`src/rtl/cal_pkg.sv`:
```
// Shared definitions for the UART calculator: command encodings, ALU state
// encoding and BCD helpers used by both the decoder and the ALU.
package cal_pkg;

    localparam logic [4:0] OP_ADD = 5'h01;
    localparam logic [4:0] OP_SUB = 5'h02;
    localparam logic [4:0] OP_MUL = 5'h04;
    localparam logic [4:0] OP_DIV = 5'h08;

    localparam logic [3:0] DT_UNS = 4'h1;
    localparam logic [3:0] DT_SGN = 4'h2;

    typedef enum logic [1:0] {
        ST_IDLE,
        ST_CONV,
        ST_EXEC,
        ST_DONE
    } alu_state_e;

    // Helpers take up to MAX_DIGITS digits; narrower operands are zero-extended.
    localparam int MAX_DIGITS = 8;

    function automatic logic [31:0] bcd2bin(input logic [4*MAX_DIGITS-1:0] bcd);
        logic [31:0] acc;
        acc = '0;
        for (int i = MAX_DIGITS - 1; i >= 0; i--) begin
            acc = acc * 32'd10 + {28'd0, bcd[4*i +: 4]};
        end
        return acc;
    endfunction

    function automatic logic bcd_ok(input logic [4*MAX_DIGITS-1:0] bcd);
        logic ok;
        ok = 1'b1;
        for (int i = 0; i < MAX_DIGITS; i++) begin
            if (bcd[4*i +: 4] > 4'd9) ok = 1'b0;
        end
        return ok;
    endfunction

endpackage

```
`src/rtl/cal_divider.sv`:
```
// Iterative restoring divider: one quotient bit per cycle, done pulses exactly
// BW cycles after an accepted go. The first bit is resolved in the go cycle.
module cal_divider #(
    parameter int BW = 14
) (
    input  logic          clk,
    input  logic          rst,
    input  logic          go,
    input  logic [BW-1:0] dividend,
    input  logic [BW-1:0] divisor,
    output logic          done,
    output logic [BW-1:0] quot,
    output logic [BW-1:0] rem
);

    localparam int CW = $clog2(BW + 1);

    logic          run_q;
    logic          done_q;
    logic [CW-1:0] cnt_q;
    logic [BW-1:0] quot_q;
    logic [BW-1:0] rem_q;
    logic [BW-1:0] dsr_q;

    logic [BW-1:0] step_r_in;
    logic [BW-1:0] step_q_in;
    logic [BW-1:0] step_d;
    logic [BW:0]   trial;
    logic [BW-1:0] step_r;
    logic [BW-1:0] step_q;
    logic          q_bit;

    // NOTE: every signal written in always_comb gets a default first, so no
    // path can leave it unassigned and infer a latch.
    always_comb begin
        step_r_in = run_q ? rem_q  : '0;
        step_q_in = run_q ? quot_q : dividend;
        step_d    = run_q ? dsr_q  : divisor;
        trial     = {step_r_in, step_q_in[BW-1]};
        q_bit     = 1'b0;
        step_r    = trial[BW-1:0];
        if (trial >= {1'b0, step_d}) begin
            q_bit  = 1'b1;
            step_r = BW'(trial - {1'b0, step_d});
        end
        step_q = {step_q_in[BW-2:0], q_bit};
    end

    // NOTE: state registers use non-blocking assignments so every flop samples
    // the values from before the edge, independent of statement order.
    always_ff @(posedge clk or posedge rst) begin
        if (rst) begin
            run_q  <= 1'b0;
            done_q <= 1'b0;
            cnt_q  <= '0;
            quot_q <= '0;
            rem_q  <= '0;
            dsr_q  <= '0;
        end else begin
            done_q <= 1'b0;
            if (run_q) begin
                rem_q  <= step_r;
                quot_q <= step_q;
                cnt_q  <= cnt_q - CW'(1);
                if (cnt_q == CW'(1)) begin
                    run_q  <= 1'b0;
                    done_q <= 1'b1;
                end
            end else if (go) begin
                rem_q  <= step_r;
                quot_q <= step_q;
                dsr_q  <= divisor;
                cnt_q  <= CW'(BW - 1);
                run_q  <= 1'b1;
            end
        end
    end

    assign done = done_q;
    assign quot = quot_q;
    assign rem  = rem_q;

endmodule

```
`src/rtl/cal_alu.sv`:
```
// Calculator execution stage: captures a decoded BCD command, converts it to
// binary, runs add/sub/mul or an iterative divide, and returns a registered result.
module cal_alu
    import cal_pkg::*;
#(
    parameter int DIGITS = 4,
    parameter int BW     = 14,
    parameter int RESW   = 32
) (
    input  logic                clk,
    input  logic                rst,
    input  logic                start,
    input  logic [3:0]          dtype,
    input  logic [4:0]          op,
    input  logic [4*DIGITS-1:0] src1,
    input  logic [4*DIGITS-1:0] src2,
    output logic                busy,
    output logic                valid,
    output logic [RESW-1:0]     result,
    output logic [BW-1:0]       rem,
    output logic                err
);

    alu_state_e state_q, state_d;

    logic [3:0]          dtype_q;
    logic [4:0]          op_q;
    logic [4*DIGITS-1:0] src1_q, src2_q;
    logic [BW-1:0]       bin_a_q, bin_b_q;

    logic                busy_q, valid_q, err_q;
    logic [RESW-1:0]     result_q;
    logic [BW-1:0]       rem_q;

    logic [BW-1:0]       conv_a, conv_b;
    logic                conv_err;

    logic                capture, conv_load, out_load, div_go, err_d;
    logic [RESW-1:0]     result_d;
    logic [BW-1:0]       rem_d;

    logic                div_done;
    logic [BW-1:0]       div_quot, div_rem;

    assign conv_a   = BW'(bcd2bin(32'(src1_q)));
    assign conv_b   = BW'(bcd2bin(32'(src2_q)));
    assign conv_err = !bcd_ok(32'(src1_q)) || !bcd_ok(32'(src2_q))
                   || !(dtype_q inside {DT_UNS, DT_SGN})
                   || !(op_q inside {OP_ADD, OP_SUB, OP_MUL, OP_DIV});

    cal_divider #(.BW(BW)) u_div (
        .clk      (clk),
        .rst      (rst),
        .go       (div_go),
        .dividend (conv_a),
        .divisor  (conv_b),
        .done     (div_done),
        .quot     (div_quot),
        .rem      (div_rem)
    );

    always_comb begin
        state_d   = state_q;
        capture   = 1'b0;
        conv_load = 1'b0;
        div_go    = 1'b0;
        out_load  = 1'b0;
        err_d     = 1'b0;
        result_d  = '0;
        rem_d     = '0;
        unique case (state_q)
            ST_IDLE: begin
                if (start) begin
                    capture = 1'b1;
                    state_d = ST_CONV;
                end
            end
            ST_CONV: begin
                conv_load = 1'b1;
                if (conv_err) begin
                    out_load = 1'b1;
                    err_d    = 1'b1;
                end else begin
                    // Divider starts here so its BW-cycle run ends with EXEC.
                    div_go = (op_q == OP_DIV) && (conv_b != '0);
                end
                state_d = conv_err ? ST_DONE : ST_EXEC;
            end
            ST_EXEC: begin
                unique case (op_q)
                    OP_ADD: begin
                        out_load = 1'b1;
                        result_d = RESW'(bin_a_q) + RESW'(bin_b_q);
                    end
                    OP_SUB: begin
                        out_load = 1'b1;
                        if (dtype_q == DT_UNS && bin_a_q < bin_b_q) err_d = 1'b1;
                        else result_d = RESW'(bin_a_q) - RESW'(bin_b_q);
                    end
                    OP_MUL: begin
                        out_load = 1'b1;
                        result_d = RESW'(bin_a_q) * RESW'(bin_b_q);
                    end
                    default: begin
                        if (bin_b_q == '0) begin
                            out_load = 1'b1;
                            err_d    = 1'b1;
                        end else if (div_done) begin
                            out_load = 1'b1;
                            result_d = RESW'(div_quot);
                            rem_d    = div_rem;
                        end
                    end
                endcase
                if (out_load) state_d = ST_DONE;
            end
            ST_DONE: state_d = ST_IDLE;
            default: state_d = ST_IDLE;
        endcase
    end

    always_ff @(posedge clk or posedge rst) begin
        if (rst) begin
            state_q  <= ST_IDLE;
            busy_q   <= 1'b0;
            valid_q  <= 1'b0;
            result_q <= '0;
            rem_q    <= '0;
            err_q    <= 1'b0;
        end else begin
            state_q <= state_d;
            busy_q  <= (state_d == ST_CONV) || (state_d == ST_EXEC);
            valid_q <= (state_d == ST_DONE);
            if (out_load) begin
                result_q <= result_d;
                rem_q    <= rem_d;
                err_q    <= err_d;
            end
        end
    end

    // NOTE: operand registers carry no reset; each is written by the FSM
    // before any state that reads it, so a reset would only add fanout.
    always_ff @(posedge clk) begin
        if (capture) begin
            dtype_q <= dtype;
            op_q    <= op;
            src1_q  <= src1;
            src2_q  <= src2;
        end
        if (conv_load) begin
            bin_a_q <= conv_a;
            bin_b_q <= conv_b;
        end
    end

    assign busy   = busy_q;
    assign valid  = valid_q;
    assign result = result_q;
    assign rem    = rem_q;
    assign err    = err_q;

endmodule

```
`config.mk`:
```
export PLATFORM = sky130hd
export DESIGN_NAME = cal_alu
export DESIGN_NICKNAME = d
export VERILOG_FILES = /design/src/rtl/cal_pkg.sv /design/src/rtl/cal_divider.sv /design/src/rtl/cal_alu.sv
export SDC_FILE = /design/constraint.sdc
export NUM_CORES = 1
export LEC_CHECK = 0
export CORE_AREA = 2 2 255 257
export DETAILED_ROUTE_END_ITERATION = 8
export DIE_AREA = 0 0 257 259
export PLACE_DENSITY = 0.51
export REMOVE_ABC_BUFFERS = 1
export SLEW_MARGIN = 10
export SYNTH_ARGS = -nofsm -noshare
export SYNTH_HDL_FRONTEND = slang
export SYNTH_SLANG_ARGS = --single-unit
```
`constraint.sdc`:
```
create_clock -name clk -period 21 [get_ports clk]
set_input_delay 4.2 -clock clk [delete_from_list [all_inputs] [get_ports clk]]
set_output_delay 4.2 -clock clk [all_outputs]
set_load 0.01 [all_outputs]
```
==> flow_metrics.py, run 1 <==
metrics = {
    "status": {
        "status": "finished clean",
    },
    "global_routing": {
        "grt_pass1_wl_um": 84900,
        "grt_util_met1": 0.221,
        "met3_usage": 0.0205,
        "track_usage": 0.162,
        "grt_most_used_layer": "met2",
        "met2_usage": 0.267,
        "grt_max_degree": 62,
        "grt_overflow": 0,
        "grt_pass1_vias": 15200,
        "antenna_found_initial": 1,
    },
    "finish": {
        "area_growth_pct": 13.1,
        "final_cell_mix": "245 x inv_1, 235 x nand2_1, 233 x ha_1, 156 x fa_1, 116 x a21oi_1",
        "final_cells": 2980,
        "fill_cells": 6597,
        "finalNetCount": 2544,
        "drive_gt1_frac": 0.0494,
        "final_common_cell": "inv_1",
    },
    "sta": {
        "timing.final.hold_violations": 0,
        "finalSetupTns_ns": 0,
        "worst_pin_slew_ns": 1.08,
        "slew_viol_final": 0,
        "timing.hold.ws_ns": 0.482,
        "setup_viol": 0,
        "layout_min_cycle_time_ns": 8.38,
        "rsz0062_at_grt": "false",
        "slew-limit-headroom": 0.273,
        "fin_ws_ns": 12.62,
        "clock.fmax_ghz": 0.119,
        "finClkSkew_ns": 0.0171,
        "fin_crit_sh": 0.399,
    },
    "worst_hold_path": {
        "hold_class": "reg2reg",
        "hold_path_depth": 0,
        "hp-start": "src1_q[0]",
        "hold_end": "bin_a_q[0]",
    },
    "yosys": {
        "ys_ff_latch": 165,
        "synth-compound-area-share": 0.150,
        "synth-async-reset-ratio": 0.582,
        "yosys.area_share.simple": 0.159,
        "synth_top_family_by_area": "adder cells",
        "yosys.cell_types.count": 88,
        "syn_avg_cell_area_um2": 9.24,
        "synth_fa_ha_area_frac": 0.319,
        "synth_edf_count": 69,
        "synth-xor-area-share": 0.0491,
        "synth.yosys.seq_area_share": 0.236,
        "synth_ff_type": "dfrtp_1",
        "yosysWarnings": 0,
        "synth_area_um2": 18900,
        "synth_cells": 2049,
        "synthMuxAreaShare": 0.0214,
    },
    "setup_path": {
        "regToRegStartpoint": "src2_q[15]",
        "path_max_fanout": 20,
        "crit_slowest_cell": "edfxtp_1",
        "max_stage_delay_ns": 0.51,
        "rr_worst_depth": 35,
        "cp.required_ns": 21.33,
        "end_kind": "flip-flop",
        "crit_family": "adder cells",
        "cp_num_buf_inv": 2,
        "crit_type": "reg2reg",
        "cp.arrival_ns": 8.71,
        "rrSetupSlack_ns": 12.62,
        "crit_top_cell": "ha_1",
        "worst-path-stages": 35,
        "r2r-end": "u_div.rem[9]",
        "cp-start-kind": "flip-flop",
    },
    "clocking": {
        "clk_path_buf_depth": 2,
        "clkTransAtPathRegs_ns": 0.08,
        "clk_latency_ns": 0.46,
        "h-tree-depth": 4,
        "postCtsSetupBuffers": 0,
        "cts_root_buffer": "clkbuf_16",
        "cts_resized": 0,
        "cts_hold_buf": 0,
        "cts_inserted_buffers": 17,
        "cts_num_sinks": 165,
        "cts_tree": "yes",
    },
    "routing": {
        "finalWirelength_um": 53400,
        "drt-pass1-iter-count": 5,
        "vias": 14900,
        "antenna_left": 0,
        "wl_per_cell_um": 17.9,
        "vias_per_cell": 5.00,
        "drc_errors": 0,
        "dr.first_iter.drc_count": 942,
    },
    "die": {
        "rows": 93,
        "die_area_um2": 66600,
        "core_um2": 63900,
        "die_h_um": 259,
        "dieWidth_um": 257,
        "ios": 93,
        "start_util": 0.296,
    },
    "place": {
        "port_buffers": 92,
        "dp_slack_ns": 12.65,
        "dp_hpwl_um": 41200,
        "gp_congestion": 0.865,
        "dpl.cell_count": 2947,
    },
    "flow_run": {
        "maxCapViolCount": 0,
    },
}
layout make-up:
type,instances,area (µm²),share of cell area
Multi-Input combinational cell,1564,13200,0.618
Sequential cell,165,4470,0.209
Timing Repair Buffer,116,1100,0.0514
Tap cell,855,1070,0.0499
Inverter,247,930,0.0434
Clock buffer,17,425,0.0199
Clock inverter,15,183,0.00853
Antenna cell,1,2.50,0.000117
stage by stage:
step	area (µm²)	util
2_1_floorplan	18600	-
5_1_grt	21400	0.335
3_5_place_dp	20800	0.326
6_report	21400	0.335
3_3_place_gp	20800	0.326
4_1_cts	21400	0.335
how the worst max path moves through the flow:
stage | startpoint | end | slack (ns)
after floorplan | src2_q[15] | u_div.rem[0] | 12.87
after global placement | src2_q[15] | u_div.rem[9] | 12.91
after detailed placement | src2_q[15] | u_div.rem[9] | 12.65
after CTS | src2_q[15] | u_div.rem[9] | 12.59
after global routing | src2_q[15] | u_div.rem[4] | 11.91
final | src2_q[15] | u_div.rem[9] | 12.62
layer usage:
metal  wire length, µm  vias up
met5                14        -
met4              1140        2
met3              2110       53
met2             25100      322
met1             25000     7368
li1                  -     7164
synth_stat cells (6+ instances only):
cell type,number,area [µm²]
clkbuf_1,62,233
xnor2_1,59,517
a221o_1,18,180
a311o_1,10,100
o21bai_1,12,90.1
nand2b_1,17,106
nor2_1,103,387
nor4_1,8,50.1
nand2_1,236,886
edfxtp_1,69,2070
nor2b_1,12,75.1
o21ai_0,92,460
a21o_1,31,233
a31oi_1,10,62.6
ha_1,233,2920
dfrtp_1,96,2400
nand4_1,20,125
nand3b_1,10,75.1
mux2_2,17,191
and3_1,10,62.6
inv_1,246,923
o211ai_1,9,67.6
or3_1,9,56.3
fa_1,156,3120
o21a_1,20,150
a211oi_1,13,97.6
a211o_1,10,87.6
nor3b_1,6,45.0
nand3_1,24,120
xor2_1,40,350
mux2i_1,18,180
nor3_1,34,170
a221oi_1,10,87.6
a21oi_1,116,581
o31ai_1,15,113
and2_1,95,594
flip-flops by register name, indices dropped and copies added, names as in the netlist, 2 cells and up:
signal,count
u_div.dsr_q,14
result,29
state_q,2
bin_b_q,14
op_q,5
bin_a_q,14
src2_q,16
src1_q,16
dtype_q,4
rem,14
u_div.cnt_q,4
u_div.quot,14
u_div.rem,14
cell families (layout without fill, tap and decap cells):
logic type / count (synthesis) / in the layout
multiplexers: 38 / 38
buffers and inverters: 320 / 395
flip-flops: 165 / 165
AO/OA/AOI/OAI: 421 / 421
other: 0 / 1
AND/OR/NAND/NOR: 614 / 614
XOR/XNOR: 102 / 102
adder cells (fa/ha/maj): 389 / 389
Power of run 1 is left out: the tool's default activity adds up to more than one toggle a clock period on the data nets, which glitch-free logic cannot reach.
==> run 2: changes to the inputs <==
- clock period: 21 -> 8.7 ns (I/O delays scaled with it)
==> run 2 against run 1 <==
Fmax up 3.8%. First-iteration DRC count shrank 11%. Utilization rose by 0.17 points. Register-to-register slack worse by 12 ns. Largest cell class unchanged.
==> flow_metrics.py, run 2 (synthesized netlist as in run 1, its figures left out) <==
metrics = {
    "status": {
        "status": "finished clean",
    },
    "global_routing": {
        "track_usage": 0.164,
        "grt_overflow": 0,
        "grt_pass1_vias": 15600,
        "antenna_found_initial": 2,
        "grt_pass1_wl_um": 86300,
        "grt_max_degree": 62,
    },
    "sta": {
        "slew_viol_final": 0,
        "slew-limit-headroom": 0.212,
        "fin_crit_sh": 0.928,
        "clock.fmax_ghz": 0.124,
        "worst_pin_slew_ns": 1.17,
        "setup_viol": 0,
        "fin_ws_ns": 0.628,
        "finClkSkew_ns": 0.0191,
        "layout_min_cycle_time_ns": 8.07,
        "timing.final.hold_violations": 0,
    },
    "clocking": {
        "h-tree-depth": 4,
        "clk_path_buf_depth": 2,
        "cts_num_sinks": 165,
        "cts_tree": "yes",
        "cts_inserted_buffers": 17,
        "clk_latency_ns": 0.47,
        "cts_root_buffer": "clkbuf_16",
        "clkTransAtPathRegs_ns": 0.08,
        "cts_hold_buf": 0,
    },
    "finish": {
        "final_cell_mix": "245 x inv_1, 235 x nand2_1, 233 x ha_1, 156 x fa_1, 115 x a21oi_1",
        "finalNetCount": 2549,
        "num_antenna_cells": 0,
        "drive_gt1_frac": 0.0564,
        "final_common_cell": "inv_1",
        "final_cells": 2984,
        "largest_register_ffs": 29,
        "fill_cells": 6521,
        "area_growth_pct": 13.7,
    },
    "die": {
        "core_um2": 63900,
        "rows": 93,
        "start_util": 0.296,
        "ios": 93,
        "die_h_um": 259,
        "die_area_um2": 66600,
        "dieWidth_um": 257,
    },
    "routing": {
        "wl_per_cell_um": 18.0,
        "finalWirelength_um": 53600,
        "dr.first_iter.drc_count": 837,
        "drt-pass1-iter-count": 8,
        "vias": 15100,
        "vias_per_cell": 5.07,
        "drc_errors": 0,
        "antenna_left": 0,
    },
    "setup_path": {
        "max_stage_delay_ns": 0.51,
        "path_max_fanout": 20,
        "cp.arrival_ns": 8.42,
        "crit_type": "reg2reg",
        "cp-start-kind": "flip-flop",
        "crit_slowest_cell": "edfxtp_1",
        "crit_top_cell": "ha_1",
        "cp.required_ns": 9.04,
        "end_kind": "flip-flop",
    },
    "flow_run": {
        "maxCapViolCount": 0,
    },
    "place": {
        "gp_congestion": 0.878,
        "dpl.cell_count": 2952,
        "port_buffers": 92,
        "dp_hpwl_um": 41800,
        "dp_slack_ns": 0.370,
    },
    "worst_hold_path": {
        "hold_class": "reg2reg",
    },
}
[run 2: changes by cell type in the layout (fill, tap and decap cells not counted), sizes merged]
cell	delta
buf	+5
clkinvlp	-3
clkinv	+2
diode	-1
inv	+1
[run 2: per-stage QoR]
| step | hold WS (ns) | TNS (ns) | area (µm²) | util |
|---|---|---|---|---|
| global route | 0.499 | -0.0402 | 21500 | 0.337 |
| finish | 0.480 | 0 | 21500 | 0.337 |
| floorplan | 0.426 | 0 | 18600 | - |
| CTS | 0.481 | 0 | 21500 | 0.336 |
| detailed placement | 0.453 | 0 | 20800 | 0.326 |
| global placement | 0.452 | 0 | 20800 | 0.326 |
[run 2: timing repair]
action,in CTS,in global routing
setup buffers,0,0
gates resized for setup,0,14
endpoints found under the setup margin,0,14
[run 2: final timing paths]
check	from	end	slack (ns)	cells after the start
min in group asynchronous	rst	u_div.rem[7]	1.66	2
worst min register to register	rem[12]	rem[12]	0.48	2
worst max-delay path	src2_q[15]	u_div.rem[9]	0.63	33
worst min-delay path	rem[12]	rem[12]	0.48	2
max in group asynchronous	rst	result[26]	5.75	3
worst max register to register	src2_q[15]	u_div.rem[9]	0.63	33
[run 2: routing by layer]
layer	share of wire	GRT usage	up-vias	routed length, µm
met5	0.00035	0	-	19
met4	0.026	0.0543	2	1390
met3	0.043	0.0240	69	2290
met2	0.46	0.264	371	24700
met1	0.47	0.225	7498	25100
li1	-	-	7188	-
[run 2: area by class of cell]
class,count,area [µm²],share of cell area
clock inverters,15,196,0.00913
inverters,247,930,0.0432
clock buffers,17,425,0.0198
multi-input cells,1564,13300,0.617
repair buffers,121,1140,0.0531
flip-flops and latches,165,4470,0.208
well taps,855,1070,0.0497
[run 2: critical path, delay by kind of cell, from the launching register on]
kind / cells / cell delay [ns]
fa+ha+maj: 8 / 2.59
compound gates: 10 / 2.33
simple gates: 9 / 1.41
xor+xnor: 3 / 0.65
flops: 1 / 0.51
buf+inv: 2 / 0.30
mux: 1 / 0.16
Power of run 2 is left out for the same reason.
